--- src/rtl/svm_mem_sequencer.sv ---
// rtl/svm_mem_sequencer.sv - test-vector loader and SV/pixel read sequencer with MAC strobe pipe
module svm_mem_sequencer #(
    parameter int XLEN_PIXEL    = 8,
    parameter int NUM_OF_PIXELS = 784,
    parameter int NUM_OF_SV     = 10,
    parameter int RD_LATENCY    = 1,
    localparam int PA = $clog2(NUM_OF_PIXELS),
    localparam int SA = (NUM_OF_SV > 1) ? $clog2(NUM_OF_SV) : 1
) (
    input  logic                  clk,
    input  logic                  rst,
    input  logic                  en,
    input  logic                  pix_valid,
    input  logic [XLEN_PIXEL-1:0] pix_data,
    output logic                  pix_ready,
    output logic                  we,
    output logic [PA-1:0]         wr_addr,
    output logic [XLEN_PIXEL-1:0] wr_data,
    output logic                  re,
    output logic [SA-1:0]         sv_idx,
    output logic [PA-1:0]         pix_idx,
    output logic                  mac_valid,
    output logic                  mac_first,
    output logic                  mac_last,
    output logic                  stall_MEM,
    output logic                  decision_funct_en,
    output logic                  busy
);

    typedef enum logic [2:0] {
        S_IDLE,
        S_LOAD,
        S_READ,
        S_DRAIN,
        S_DONE
    } state_t;

    localparam logic [PA-1:0] PIX_LAST   = PA'(NUM_OF_PIXELS - 1);
    localparam logic [SA-1:0] SV_LAST    = SA'(NUM_OF_SV - 1);
    localparam logic [2:0]    DRAIN_LAST = 3'(RD_LATENCY - 1);

    state_t          state, state_d;
    logic [PA-1:0]   cnt, cnt_d;
    logic [SA-1:0]   sv_cnt, sv_d;
    logic [2:0]      drain_cnt, drain_d;
    logic [2:0]      tap;
    logic [RD_LATENCY-1:0][2:0] pipe;

    // cnt is the load address in LOAD and the pixel index in READ
    always_ff @(posedge clk) begin
        if (rst) begin
            state     <= S_IDLE;
            cnt       <= '0;
            sv_cnt    <= '0;
            drain_cnt <= '0;
            pipe      <= '0;
        end else begin
            state     <= state_d;
            cnt       <= cnt_d;
            sv_cnt    <= sv_d;
            drain_cnt <= drain_d;
            for (int i = RD_LATENCY - 1; i > 0; i--) begin
                pipe[i] <= pipe[i-1];
            end
            pipe[0] <= tap;
        end
    end

    always_comb begin
        state_d           = state;
        cnt_d             = cnt;
        sv_d              = sv_cnt;
        drain_d           = drain_cnt;
        pix_ready         = 1'b0;
        stall_MEM         = 1'b0;
        we                = 1'b0;
        re                = 1'b0;
        decision_funct_en = 1'b0;
        case (state)
            S_IDLE: begin
                cnt_d = '0;
                sv_d  = '0;
                if (en) begin
                    state_d = S_LOAD;
                end
            end
            S_LOAD: begin
                pix_ready = 1'b1;
                stall_MEM = 1'b1;
                if (pix_valid) begin
                    we = 1'b1;
                    if (cnt == PIX_LAST) begin
                        cnt_d   = '0;
                        state_d = S_READ;
                    end else begin
                        cnt_d = cnt + PA'(1);
                    end
                end
            end
            S_READ: begin
                if (en) begin
                    re = 1'b1;
                    if (cnt == PIX_LAST) begin
                        cnt_d = '0;
                        if (sv_cnt == SV_LAST) begin
                            sv_d    = '0;
                            drain_d = '0;
                            state_d = S_DRAIN;
                        end else begin
                            sv_d = sv_cnt + SA'(1);
                        end
                    end else begin
                        cnt_d = cnt + PA'(1);
                    end
                end
            end
            S_DRAIN: begin
                if (drain_cnt == DRAIN_LAST) begin
                    state_d = S_DONE;
                end else begin
                    drain_d = drain_cnt + 3'd1;
                end
            end
            S_DONE: begin
                decision_funct_en = 1'b1;
                state_d           = S_IDLE;
            end
            default: state_d = S_IDLE;
        endcase
    end

    assign tap       = {re, re && (cnt == '0), re && (cnt == PIX_LAST)};
    assign mac_valid = pipe[RD_LATENCY-1][2];
    assign mac_first = pipe[RD_LATENCY-1][1];
    assign mac_last  = pipe[RD_LATENCY-1][0];

    assign wr_addr = (state == S_LOAD) ? cnt : '0;
    assign wr_data = pix_data;
    assign pix_idx = (state == S_READ) ? cnt : '0;
    assign sv_idx  = sv_cnt;
    assign busy    = (state != S_IDLE);

endmodule

--- config.mk ---
export PLATFORM = sky130hd
export DESIGN_NAME = svm_mem_sequencer
export DESIGN_NICKNAME = d
export VERILOG_FILES = /design/src/rtl/svm_mem_sequencer.sv
export SDC_FILE = /design/constraint.sdc
export NUM_CORES = 1
export LEC_CHECK = 0
export BUFFER_PORTS_ARGS = -buffer_cell sky130_fd_sc_hd__buf_2
export CAP_MARGIN = 10
export CELL_PAD_IN_SITES_DETAIL_PLACEMENT = 0
export CELL_PAD_IN_SITES_GLOBAL_PLACEMENT = 1
export CORE_ASPECT_RATIO = 0.75
export CORE_MARGIN = 3
export CORE_UTILIZATION = 34
export DETAILED_ROUTE_END_ITERATION = 7
export GPL_TIMING_DRIVEN = 0
export PLACE_DENSITY_LB_ADDON = 0.1
export SETUP_SLACK_MARGIN = 0.15
export SYNTH_ARGS = -nofsm -noshare
export SYNTH_HDL_FRONTEND = slang
export SYNTH_SLANG_ARGS = --single-unit
--- constraint.sdc ---
create_clock -name clk -period 2.2 [get_ports clk]
set_clock_uncertainty 0.1 [all_clocks]
set_input_delay 0.44 -clock clk [delete_from_list [all_inputs] [get_ports clk]]
set_output_delay 0.44 -clock clk [all_outputs]
set_load 0.01 [all_outputs]
; After elaboration in Yosys (flattened, before gate mapping)
; Cells that the tools add are included.
; W data, S select, Z words.
[word_totals]
ff_bits = 23
inputBits = 12
out_inout_bits = 41
wordCells = 64
[classes]
n_addsub = 3
eq_ne = 14
muxes = 29
n_reduce_logical = 13
[op_table]
columns = cell, n
row1 = $mux W10, 5
row2 = $mux W3, 11
row3 = $pmux W10 S3, 1
row4 = $ne A2 B2 Y1 const B, 8
row5 = $mux W4, 3
row6 = $pmux W3 S4, 1
row7 = $add A10 B1 Y10 const B, 1
row8 = $eq A10 B10 Y1 const B, 1
row9 = $logic_not A10 Y1, 1
row10 = $pmux W4 S2, 1
row11 = $reduce_and A7 Y1, 1
row12 = $eq A3 B2 Y1 const B, 2
row13 = $logic_not A3 Y1, 2
row14 = $mux W1, 6
row15 = $pmux W3 S2, 1
row16 = $reduce_and A3 Y1, 2
row17 = $reduce_bool A3 Y1, 2
row18 = $reduce_and A5 Y1, 1
row19 = $add A4 B1 Y4 const B, 1
row20 = $eq A4 B4 Y1 const B, 1
row21 = $reduce_bool A2 Y1, 2
row22 = $add A3 B1 Y3 const B, 1
row23 = $eq A3 B1 Y1 const B, 1
row24 = $eq A3 B3 Y1 const B, 1
row25 = $logic_and A1 B1 Y1, 2

; Longest topological paths before layout
[logic_depth]
ltp_word = 5
depth_mapped = 7
depth_no_buf = 7

; Worst setup path before layout
; OpenSTA, ideal clock, no wires.
[synth_timing]
path_kind = reg-to-reg
startpoint = register sv_cnt[0] (netlist: sv_idx[0])
endpoint = register state[0]
t_arrival_ps = 1813
required_ps = 2030
setup_slack_ps = 217
stages_incl_launch_ff = 7
n_path_buf = 0
path_cell_list = dfxtp_1 > ha_1 > nand3b_1 > nand2_1 > or4b_1 > or4_1 > a21oi_1
[synth_between]
elab_chain_cells = 3
[synth_rtl]
columns = element, line
row1 = "start, declared", 44  ; logic [SA-1:0] sv_cnt, sv_d;
row2 = "start signal, assigned", 60  ; sv_cnt <= sv_d;
row3 = $eq A4 B4 Y1, 105  ; if (sv_cnt == SV_LAST) begin
row4 = $ne A2 B2 Y1 (no line), --
row5 = $reduce_and A7 Y1 (no line), --
row6 = "end signal, assigned", 58  ; state <= state_d;
row7 = "end, declared", 42  ; state_t state, state_d;
; No other way between the ends.
; A chain may end at the register's enable or synchronous reset.

; Worst setup path after layout
; Same ends and word-level chain as after synthesis.

==> flow_summary.toml <==
[outcome]
status = "complete, no violations"

[detailed_routing]
drcViolationCount = 0
vias = 1501
first_pass_iters = 4
drtIter0Drc = 69
wl_per_cell_um = 13.7
wirelength_um = 4130
drtAntennaViolNets = 0
via_per_inst = 4.99

[cts]
clk_latency_ns = 0.26
numCtsBuffers = 3
root_buffer = "clkbuf_8"
cts_max_level = 1
cts.sinks = 23
cts_tree = "done"
ctsLongestPathBuffers = 2
path_clk_slew_ns = 0.09
hold_buffers = 0

[place]
gp_congestion = 0.788
port_buffers = 43
hpwl_um = 2850
post-place-ws_ns = -0.0820

[setup_path]
cpPeakStageDelay_ns = 0.48
critical_path_class = "reg -> reg"
crit_required_ns = 2.28
critPathArrivalTime_ns = 2.15
cp_max_fo = 5
timing.rr.start = "sv_idx[0]"
worst_setup_path_end_kind = "flop"
path_cells = "ha_1, nand3b_1, nand2_2, or4b_4, or4_1, a21oi_1"
r2r_cells = 6
r2r_slack_ns = 0.14
slowest_stage = "or4b_4"
timing.rr.end = "state[0]"
critPathLaunchType = "flop"

[sta]
hold_viol_final = 0
postLayoutSetupSlackWorst_ns = 0.136
tightest_slew_ns = 0.690
fmax_mhz = 484
slew_violations = 0
rsz0062_at_grt = "yes"
min_period_ns = 2.06
period_share_pct = 93.8
setup_violations = 0
relSlewSlack_pct = 54.0

[cells_and_area]
multiInputGateArea_um2 = 895
fillers = 370
area_growth_pct = 48.1
layout_common_cells = "43 x buf_2, 34 x buf_4, 15 x nor2_1, 14 x and3_1, 13 x dfxtp_1"
seqCellArea_um2 = 480
layout_commonest_cell = "buf_2"
drive_above_1_share_pct = 47.4
num_antenna_cells = 0
layout.nets = 268

[logic_synthesis]
synth.avg_cell_area_um2 = 8.06
synth_edf_count = 0
yosysWarningCount = 0
synth_nets = 193
ys_dominant_reg_cell = "dfxtp_1"
ys_ff_latch = 23
synthesis.area_um2 = 1410
synth_cell_types = 39
synth_seq_area_share_pct = 32.7
async_reset_ff_share_pct = 0
synth_cells = 175

[worst_hold_path]
hold_class = "reg -> reg"
min_from = "sv_idx[3]"
hold_end = "sv_idx[3]"
whs_path_depth = 1

[pwr]
finalPower_w = 0.00160
p_leak_nw = 1.01
p_per_area_nw_per_um2 = 764
peakVddDrop_mv = 0.456

[grt]
grt_usage_pct = 17.2
grt_pass1_wl_um = 6580
antenna_found_initial = 0
first_global_vias = 1430
grt-ovfl-total = 0
grt_max_degree = 14

[die]
die_x_um = 80.4
start_util_pct = 36.8
die_h_um = 61.8
design.core.area_um2 = 3830
io_pins = 53
num_rows = 19
die_area_um2 = 4960

[flow_run]
drv_cap = 0
kinds of logic (layout without fill, tap and decap cells):
family | after synthesis | count (layout) | synth area share [%]
and+or+nand+nor | 87 | 87 | 36.5
DFF | 23 | 23 | 32.7
muxes | 1 | 1 | 0.799
xor gates and xnor gates | 9 | 9 | 5.59
AOI/OAI and AO/OA | 22 | 22 | 9.32
adders and majority gates | 6 | 6 | 5.32
buffers and inverters | 27 | 101 | 9.85
cells in the mapped netlist (all sizes together) (3+ instances only):
| master | n | area (µm²) |
|---|---|---|
| dfxtp | 23 | 460 |
| nor2 | 17 | 66.3 |
| or4b | 3 | 30.0 |
| clkbuf | 5 | 18.8 |
| xor2 | 5 | 43.8 |
| and3 | 14 | 87.6 |
| ha | 6 | 75.1 |
| nand3 | 6 | 30.0 |
| nand3b | 3 | 22.5 |
| and2 | 12 | 75.1 |
| a21oi | 8 | 40.0 |
| inv | 10 | 37.5 |
| nor3b | 3 | 22.5 |
| xnor2 | 4 | 35.0 |
| o21ai | 6 | 30.0 |
| or3 | 3 | 18.8 |
| nor3 | 3 | 26.3 |
| nand4 | 5 | 31.3 |
| buf | 12 | 82.6 |
| nand2 | 9 | 33.8 |
routing by layer:
layer	wire (µm)	track usage [%]	share of wire, %	vias to the layer above
met5	0	0	0	-
met4	36	3.61	0.87	0
met3	321	5.62	7.8	4
met2	1900	29.0	46	54
met1	1870	21.9	45	696
li1	-	-	-	747
state kept, by name, summed over array words and instances, names as in the netlist:
name,count
state,3
sv_idx,4
cnt,10
pipe,3
drain_cnt,3
cell type report:
type | count | share of cell area (%)
multi-input cells | 125 | 42.8
flip-flops and latches | 23 | 23.0
repair buffers | 70 | 20.6
plain buffers | 17 | 6.47
well taps | 52 | 3.12
clock buffers | 3 | 1.98
inverters | 10 | 1.80
clock inverters | 1 | 0.240
how the worst max path moves through the flow:
stage | start | end | slack [ns] | cells past startpoint
finish | sv_idx[0] | state[0] | 0.14 | 6
floorplan | sv_idx[0] | state[0] | 0.22 | 6
global placement | cnt[6] | cnt[8] | -0.08 | 5
detailed placement | cnt[6] | cnt[3] | -0.08 | 5
global route | state[2] | state[1] | 0.08 | 7
CTS | sv_idx[1] | state[0] | 0.15 | 7
where the power goes:
part	total, W	leakage (nW)	internal [W]	switching [W]
logic	0.000843	0.795	0.000427	0.000416
clock network	0.000265	0.0255	0.000126	0.000139
registers	0.000488	0.191	0.000449	0.0000395
stage by stage:
stage	hold WS [ns]	cell area, µm²	instances	setup TNS (ns)	utilization [%]
final	0.409	2090	301	0	54.6
after global routing	0.426	2090	301	0	54.6
after CTS	0.407	1980	294	0	51.8
after detailed placement	0.394	1690	270	-0.622	44.2
after global placement	0.390	1690	270	-0.673	44.2
after floorplan	0.346	1410	175	0	-
critical path, delay by kind of cell (launching register included):
kind,cells,cell delay [ns]
and+or+nand+nor,4,1.22
DFF,1,0.37
AOI/OAI and AO/OA,1,0.15
adders and majority gates,1,0.14
repair_timing:
item | 4_1_cts | 5_1_grt
gates resized for setup | 34 | 14
setup endpoints to repair | 36 | 15
setup buffers | 20 | 7
pin swaps | 8 | 18
(Power assumes the default switching activity.)
